## src/rtl/cpu_isa_pkg.sv

```systemverilog
// Shared ISA definitions for the control-flow path.
//   - Opcode constants for br / jr / jal.
//   - C2 condition encodings.
//   - Instruction field bit positions.
//   - Sequencer state encoding.
//   - Sign-extension helper for the 19-bit displacement C.
package cpu_isa_pkg;

  localparam logic [4:0] OP_BR  = 5'b10010;
  localparam logic [4:0] OP_JR  = 5'b10011;
  localparam logic [4:0] OP_JAL = 5'b10100;

  localparam logic [1:0] COND_ZR = 2'b00;  // value == 0
  localparam logic [1:0] COND_NZ = 2'b01;  // value != 0
  localparam logic [1:0] COND_PL = 2'b10;  // sign bit clear
  localparam logic [1:0] COND_MI = 2'b11;  // sign bit set

  localparam int OPC_MSB = 31;
  localparam int OPC_LSB = 27;
  localparam int RA_MSB  = 26;
  localparam int RA_LSB  = 23;
  localparam int C2_MSB  = 20;
  localparam int C2_LSB  = 19;
  localparam int C_MSB   = 18;

  typedef logic [2:0] state_t;
  localparam state_t ST_IDLE   = 3'd0;
  localparam state_t ST_READ   = 3'd1;
  localparam state_t ST_EVAL   = 3'd2;
  localparam state_t ST_UPDATE = 3'd3;
  localparam state_t ST_DONE   = 3'd4;

  function automatic logic [31:0] sext_c(input logic [C_MSB:0] c);
    return {{(31 - C_MSB){c[C_MSB]}}, c};
  endfunction

endpackage

```

## src/rtl/branch_cond_eval.sv

```systemverilog
// Combinational branch-condition evaluator.
//   c2_i         : C2 condition selector
//   value_i      : register value the condition is tested on
//   force_true_i : unconditional transfer (jr/jal), flag forced to 1
//   flag_o       : condition result
module branch_cond_eval
  import cpu_isa_pkg::*;
(
  input  logic [1:0]  c2_i,
  input  logic [31:0] value_i,
  input  logic        force_true_i,
  output logic        flag_o
);

  always_comb begin
    // NOTE: a default is assigned before any branch so every path drives
    // flag_o; a missing path would otherwise infer a latch.
    flag_o = 1'b0;
    if (force_true_i) begin
      flag_o = 1'b1;
    end else begin
      case (c2_i)
        COND_ZR: flag_o = (value_i == 32'd0);
        COND_NZ: flag_o = (value_i != 32'd0);
        COND_PL: flag_o = ~value_i[31];
        COND_MI: flag_o = value_i[31];
        default: flag_o = 1'b0;
      endcase
    end
  end

endmodule

```

## src/rtl/branch_pc_sequencer.sv

```systemverilog
// Program-counter owner and control-flow executor (br / jr / jal).
//   clk, reset           : clock, synchronous active-high reset
//   start, ir            : execute request and instruction (captured on accept)
//   fetch_adv            : PC+1 request from fetch, honoured only when idle
//   rd_req/rd_idx/rd_ack/rd_data : register-read handshake for Ra
//   link_we/link_idx/link_data   : link-register write port (jal)
//   pc                   : program counter
//   busy/done/taken/illegal      : status to the control unit
module branch_pc_sequencer
  import cpu_isa_pkg::*;
#(
  parameter logic [31:0] RESET_PC = 32'h0000_0000,
  parameter logic [3:0]  LINK_REG = 4'd15
) (
  input  logic        clk,
  input  logic        reset,
  input  logic        start,
  input  logic [31:0] ir,
  input  logic        fetch_adv,
  output logic        rd_req,
  output logic [3:0]  rd_idx,
  input  logic        rd_ack,
  input  logic [31:0] rd_data,
  output logic        link_we,
  output logic [3:0]  link_idx,
  output logic [31:0] link_data,
  output logic [31:0] pc,
  output logic        busy,
  output logic        done,
  output logic        taken,
  output logic        illegal
);

  state_t        state_q, state_d;
  logic [31:0]   pc_q, pc_d;
  logic [31:0]   base_pc_q;   // pc at accept; branch base and link value
  logic [4:0]    opc_q;
  logic [3:0]    ra_q;
  logic [1:0]    c2_q;
  logic [C_MSB:0] c_q;
  logic [31:0]   val_q;       // Ra as read, so jal to LINK_REG uses the old value
  logic          flag_q;
  logic          illegal_q;
  logic          cond_flag;
  logic          accept;
  logic          ir_legal;

  // ir[22:21] carry no meaning for this block.
  logic unused_ir_bits;
  assign unused_ir_bits = ^ir[22:21];

  assign accept   = (state_q == ST_IDLE) && start;
  assign ir_legal = (ir[OPC_MSB:OPC_LSB] == OP_BR)  ||
                    (ir[OPC_MSB:OPC_LSB] == OP_JR)  ||
                    (ir[OPC_MSB:OPC_LSB] == OP_JAL);

  branch_cond_eval u_cond_eval (
    .c2_i         (c2_q),
    .value_i      (val_q),
    .force_true_i (opc_q != OP_BR),
    .flag_o       (cond_flag)
  );

  always_comb begin
    state_d = state_q;
    pc_d    = pc_q;
    case (state_q)
      ST_IDLE: begin
        // start takes priority; a coincident fetch_adv is dropped.
        if (start) begin
          state_d = ir_legal ? ST_READ : ST_DONE;
        end else if (fetch_adv) begin
          pc_d = pc_q + 32'd1;
        end
      end
      ST_READ:   if (rd_ack) state_d = ST_EVAL;
      ST_EVAL:   state_d = ST_UPDATE;
      ST_UPDATE: begin
        state_d = ST_DONE;
        if (opc_q == OP_BR) begin
          if (flag_q) pc_d = base_pc_q + sext_c(c_q);
        end else begin
          pc_d = val_q;
        end
      end
      ST_DONE:   state_d = ST_IDLE;
      default:   state_d = ST_IDLE;
    endcase
  end

  always_ff @(posedge clk) begin
    // NOTE: sequential state uses non-blocking assignments so every register
    // samples the pre-edge values regardless of statement order.
    if (reset) begin
      state_q   <= ST_IDLE;
      pc_q      <= RESET_PC;
      base_pc_q <= RESET_PC;
      opc_q     <= 5'd0;
      ra_q      <= 4'd0;
      c2_q      <= 2'd0;
      c_q       <= '0;
      val_q     <= 32'd0;
      flag_q    <= 1'b0;
      illegal_q <= 1'b0;
    end else begin
      state_q <= state_d;
      pc_q    <= pc_d;
      if (accept) begin
        opc_q     <= ir[OPC_MSB:OPC_LSB];
        ra_q      <= ir[RA_MSB:RA_LSB];
        c2_q      <= ir[C2_MSB:C2_LSB];
        c_q       <= ir[C_MSB:0];
        base_pc_q <= pc_q;
        illegal_q <= ~ir_legal;
        flag_q    <= 1'b0;   // illegal path skips EVAL, so taken stays 0
      end
      if ((state_q == ST_READ) && rd_ack) val_q <= rd_data;
      if (state_q == ST_EVAL) flag_q <= cond_flag;
    end
  end

  assign pc        = pc_q;
  assign busy      = (state_q != ST_IDLE);
  assign rd_req    = (state_q == ST_READ);
  assign rd_idx    = ra_q;
  assign link_we   = (state_q == ST_UPDATE) && (opc_q == OP_JAL);
  assign link_idx  = LINK_REG;
  assign link_data = base_pc_q;
  assign done      = (state_q == ST_DONE);
  assign taken     = done && flag_q;
  assign illegal   = done && illegal_q;

endmodule

```

## config.mk

```make
export PLATFORM = sky130hd
export DESIGN_NAME = branch_pc_sequencer
export DESIGN_NICKNAME = d
export VERILOG_FILES = /design/src/rtl/cpu_isa_pkg.sv /design/src/rtl/branch_cond_eval.sv /design/src/rtl/branch_pc_sequencer.sv
export SDC_FILE = /design/constraint.sdc
export NUM_CORES = 1
export LEC_CHECK = 0
export ABC_AREA = 1
export CAP_MARGIN = 20
export CORE_MARGIN = 2
export CORE_UTILIZATION = 40
export CTS_CLUSTER_DIAMETER = 30
export DETAILED_ROUTE_END_ITERATION = 6
export PLACE_DENSITY = 0.66
export SLEW_MARGIN = 20
export SYNTH_ARGS = -nofsm -noshare
export SYNTH_HDL_FRONTEND = slang
export SYNTH_SLANG_ARGS = --single-unit
```

## constraint.sdc

```tcl
create_clock -name clk -period 1.8 [get_ports clk]
set_input_delay 0.36 -clock clk [delete_from_list [all_inputs] [get_ports clk]]
set_output_delay 0.36 -clock clk [all_outputs]
set_load 0.03 [all_outputs]
```

==> run metrics <==
CP max stage delay=between 0.3 and 0.4 ns; Max Slew Vio Count=0; Layout Nets=approximately 1.7k; critical setup path kind=flip-flop to flip-flop; outcome=finished, violations left; first-pass GRT wire length=46.9 mm; fmax=~500 MHz; mux cell area share after synthesis=0; core footprint=just over 20,000 sq um; vias in the first global route=around 8.9k; Most used DFF post-synth=dfxtp_1; routed vias=slightly below 10k; cell with the most instances after synthesis=nand2_1; Pre-Repair DR Iteration Count=6; post-synthesis cell type count=42; met1 WL=14.0 mm; Fin. Hold Viols=0; PnR worst setup slack=-0.192 ns; CTS root buffer=clkbuf_16; CP startpoint kind=flip-flop; area leader, netlist=dfxtp_1; Crit-path slowest cell=fa_2; row count=between 50 and 60; max-cap violation count=0; Layout Skew=between 0.015 and 0.02 ns; Iteration-0 DRC Markers=just over 800; Synth Area in Compound Gates=0.207; Sequential Area=between 2000 and 3000 sq um; Critical Path End Type=flip-flop; dpl ws=-0.288 ns; Initial Util=0.409; post-synthesis sequential area ratio=0.316; Worst-path clk slew=approximately 0.060 ns; largest family of logic cells by synthesized area=simple AND/OR/NAND/NOR gates; XOR/XNOR Fraction of Synth Area=0.0380; met3 wire len=a little over 2 mm; Num CTS Buffers=17; Tmin final=between 1.5 and 2 ns; Die Y=about 150 microns; Layout area overhead=55.9%; R2R Path End=pc[12]; die area=approximately 22,000 sq um; met2 routed WL=roughly 15 mm; GRT Resource Usage Total=0.269; worst vdd ir=roughly 670 uV; reg2reg start=link_data[0]; CTS tree=built; Synthesis Warnings=0; worst path cell trace=ha_4 > fa_2 > nand2_2 > o21ai_4 > nand3_2 > nand3b_1 > buf_4 > xor2_2 > o21ai_1 > a21oi_1; die extent in x=about 150 microns; Max Used Layer=met4; overflow left after global routing=0; H-tree levels=4; dpl cells=between 1.5k and 2k; Post-Synthesis Cells=1,301; P_leak=slightly below 6 nW; Buffers on Ports=140; final non-filler cell total=1,847; most instantiated cells after synthesis=nand2_1 (307), a21oi_1 (209), inv_1 (149), dfxtp_1 (131), nand3_1 (110); Reg2Reg Depth=10; Tightest Hold Check Type=input pin to flip-flop; share of the synthesized area in the top cell type=0.316; worst-skew pair later-pin latency=roughly 0.44 ns; worst-path maximum fanout=4; clk sinks=~130; RSZ-0062 raised after global routing=yes; Routed Wire Length=31.3 mm; n_diodes=0; Placer Congestion=0.924; Crit. Startpoint=link_data[0]; I/O pin cnt=around 150; number of synthesized flops with an enable pin=0; Worst Setup EP=pc[12]; violated checks=negative setup slack; vias per std cell=roughly 5.3; synthesis-stage register bit count=about 130; Syn Area/Cell=around 6.4 sq um; Detail Route Antenna Nets=0; initial antenna violation count=0; P per Cell Area=about 700 nW/um^2; post-synthesis simple-gate area fraction=0.284; DR WL/cell=about 17 microns; Final setup viols=20; Synth area leaders=dfxtp_1 (32%), nand2_1 (14%), a21oi_1 (13%), inv_1 (6.7%), nand3_1 (6.6%); Filler Cell Count=between 1.5k and 2k; drt drc=0; Tcrit/Tclk final=1.11; clock buffer depth=2; CP arrival=between 2 and 2.5 ns; Req. time, crit path=between 2 and 2.5 ns; cell area after synthesis=a little over 8000 sq um; pin count of the biggest net entering global routing=69; Async S/R FF share, synth=0; Post-DP HPWL=between 20 and 25 mm; Register-to-Register Setup Slack=-0.19 ns; Multi-input gate area=between 6000 and 7000 sq um; share of cells above drive strength 1=0.299; Adder-Cell Fraction of Synth Area=0.0506
[layout by cell type (no fill, tap or decap), types with 15 or more instances in the layout]
master,synthesis,layout
nand2_1,307,234
a21oi_1,209,180
buf_4,4,139
inv_1,149,137
dfxtp_1,131,97
nand3_1,110,90
o21ai_0,103,85
clkdlybuf4s50_1,0,64
dlygate4sd2_1,0,62
nand2_2,4,54
nor2_1,81,52
dfxtp_2,0,29
ha_4,0,27
a21oi_2,0,26
nand2_4,1,23
nor2_4,4,21
nand3_2,1,18
clkbuf_16,0,17
buf_6,0,17
xor2_1,26,16
o21ai_1,2,15
[per-stage QoR]
step	power [mW]	hold WS, ns	utilization	setup TNS (ns)	instance area [sq um]
floorplan	4.31	0.423	-	0	8340
global placement	5.26	0.433	0.541	-2.61	11000
detailed placement	5.28	0.441	0.541	-2.98	11000
CTS	8.93	0.416	0.605	-1.09	12300
global route	9.43	0.428	0.638	-3.95	12900
finish	9.11	0.420	0.638	-2.21	12900
[how the worst min path moves through the flow]
stage	endpoint	slack (ns)	depth (start not counted)	startpoint
2_1_floorplan	c2_q[1]	0.42	2	c2_q[1]
3_3_place_gp	c2_q[1]	0.43	2	c2_q[1]
3_5_place_dp	c2_q[1]	0.44	2	c2_q[1]
4_1_cts	state_q[0]	0.42	5	start
5_1_grt	c2_q[0]	0.43	3	start
6_report	c2_q[1]	0.42	3	start
[critical path: cells and delay by family (launching register included)]
| kind | cells | cell delay (ns) |
|---|---|---|
| xor gates and xnor gates | 1 | 0.18 |
| AOI/OAI and AO/OA | 3 | 0.34 |
| DFF | 1 | 0.35 |
| buffers and inverters | 1 | 0.19 |
| and+or+nand+nor | 3 | 0.33 |
| adders and majority gates | 2 | 0.52 |
[power by group]
group | total (mW) | internal (mW) | leakage, nW | switching (mW)
Combinational | 2.26 | 0.985 | 4.39 | 1.28
Sequential | 3.30 | 3.09 | 1.08 | 0.215
Clock | 3.54 | 2.09 | 0.294 | 1.45
[cells by family after synthesis]
family          Yosys count
fa+ha+maj                33
other cells               1
compound gates          334
buf+inv                 219
flops                   131
simple gates            547
xor+xnor                 36
[registers in the layout, indices dropped and copies added (netlist names)]
name and flops:
c2_q 2, c_q 19, flag_q 1, illegal_q 1, link_data 32, opc_q 5
pc 32, rd_idx 4, state_q 3, val_q 32
[area by class of cell]
type,count,share of cell area
inverters,155,0.0451
flip-flops and latches,131,0.207
well taps,270,0.0261
multi-input cells,954,0.466
repair buffers,306,0.211
clock buffers,18,0.0339
clock inverters,13,0.0114
[what timing repair did]
action / CTS / global route
setup endpoints to repair: 97 / 42
setup buffers: 12 / 14
pin swaps: 39 / 82
hold buffers: 0 / 0
hold endpoints to repair: 0 / 0
resized for setup: 235 / 189
[routing by layer]
layer,global-route usage,vias up
met5,0,-
met4,0.0600,0
met3,0.0374,50
met2,0.431,379
met1,0.385,4652
li1,-,4797
(Power assumes the default switching activity.)
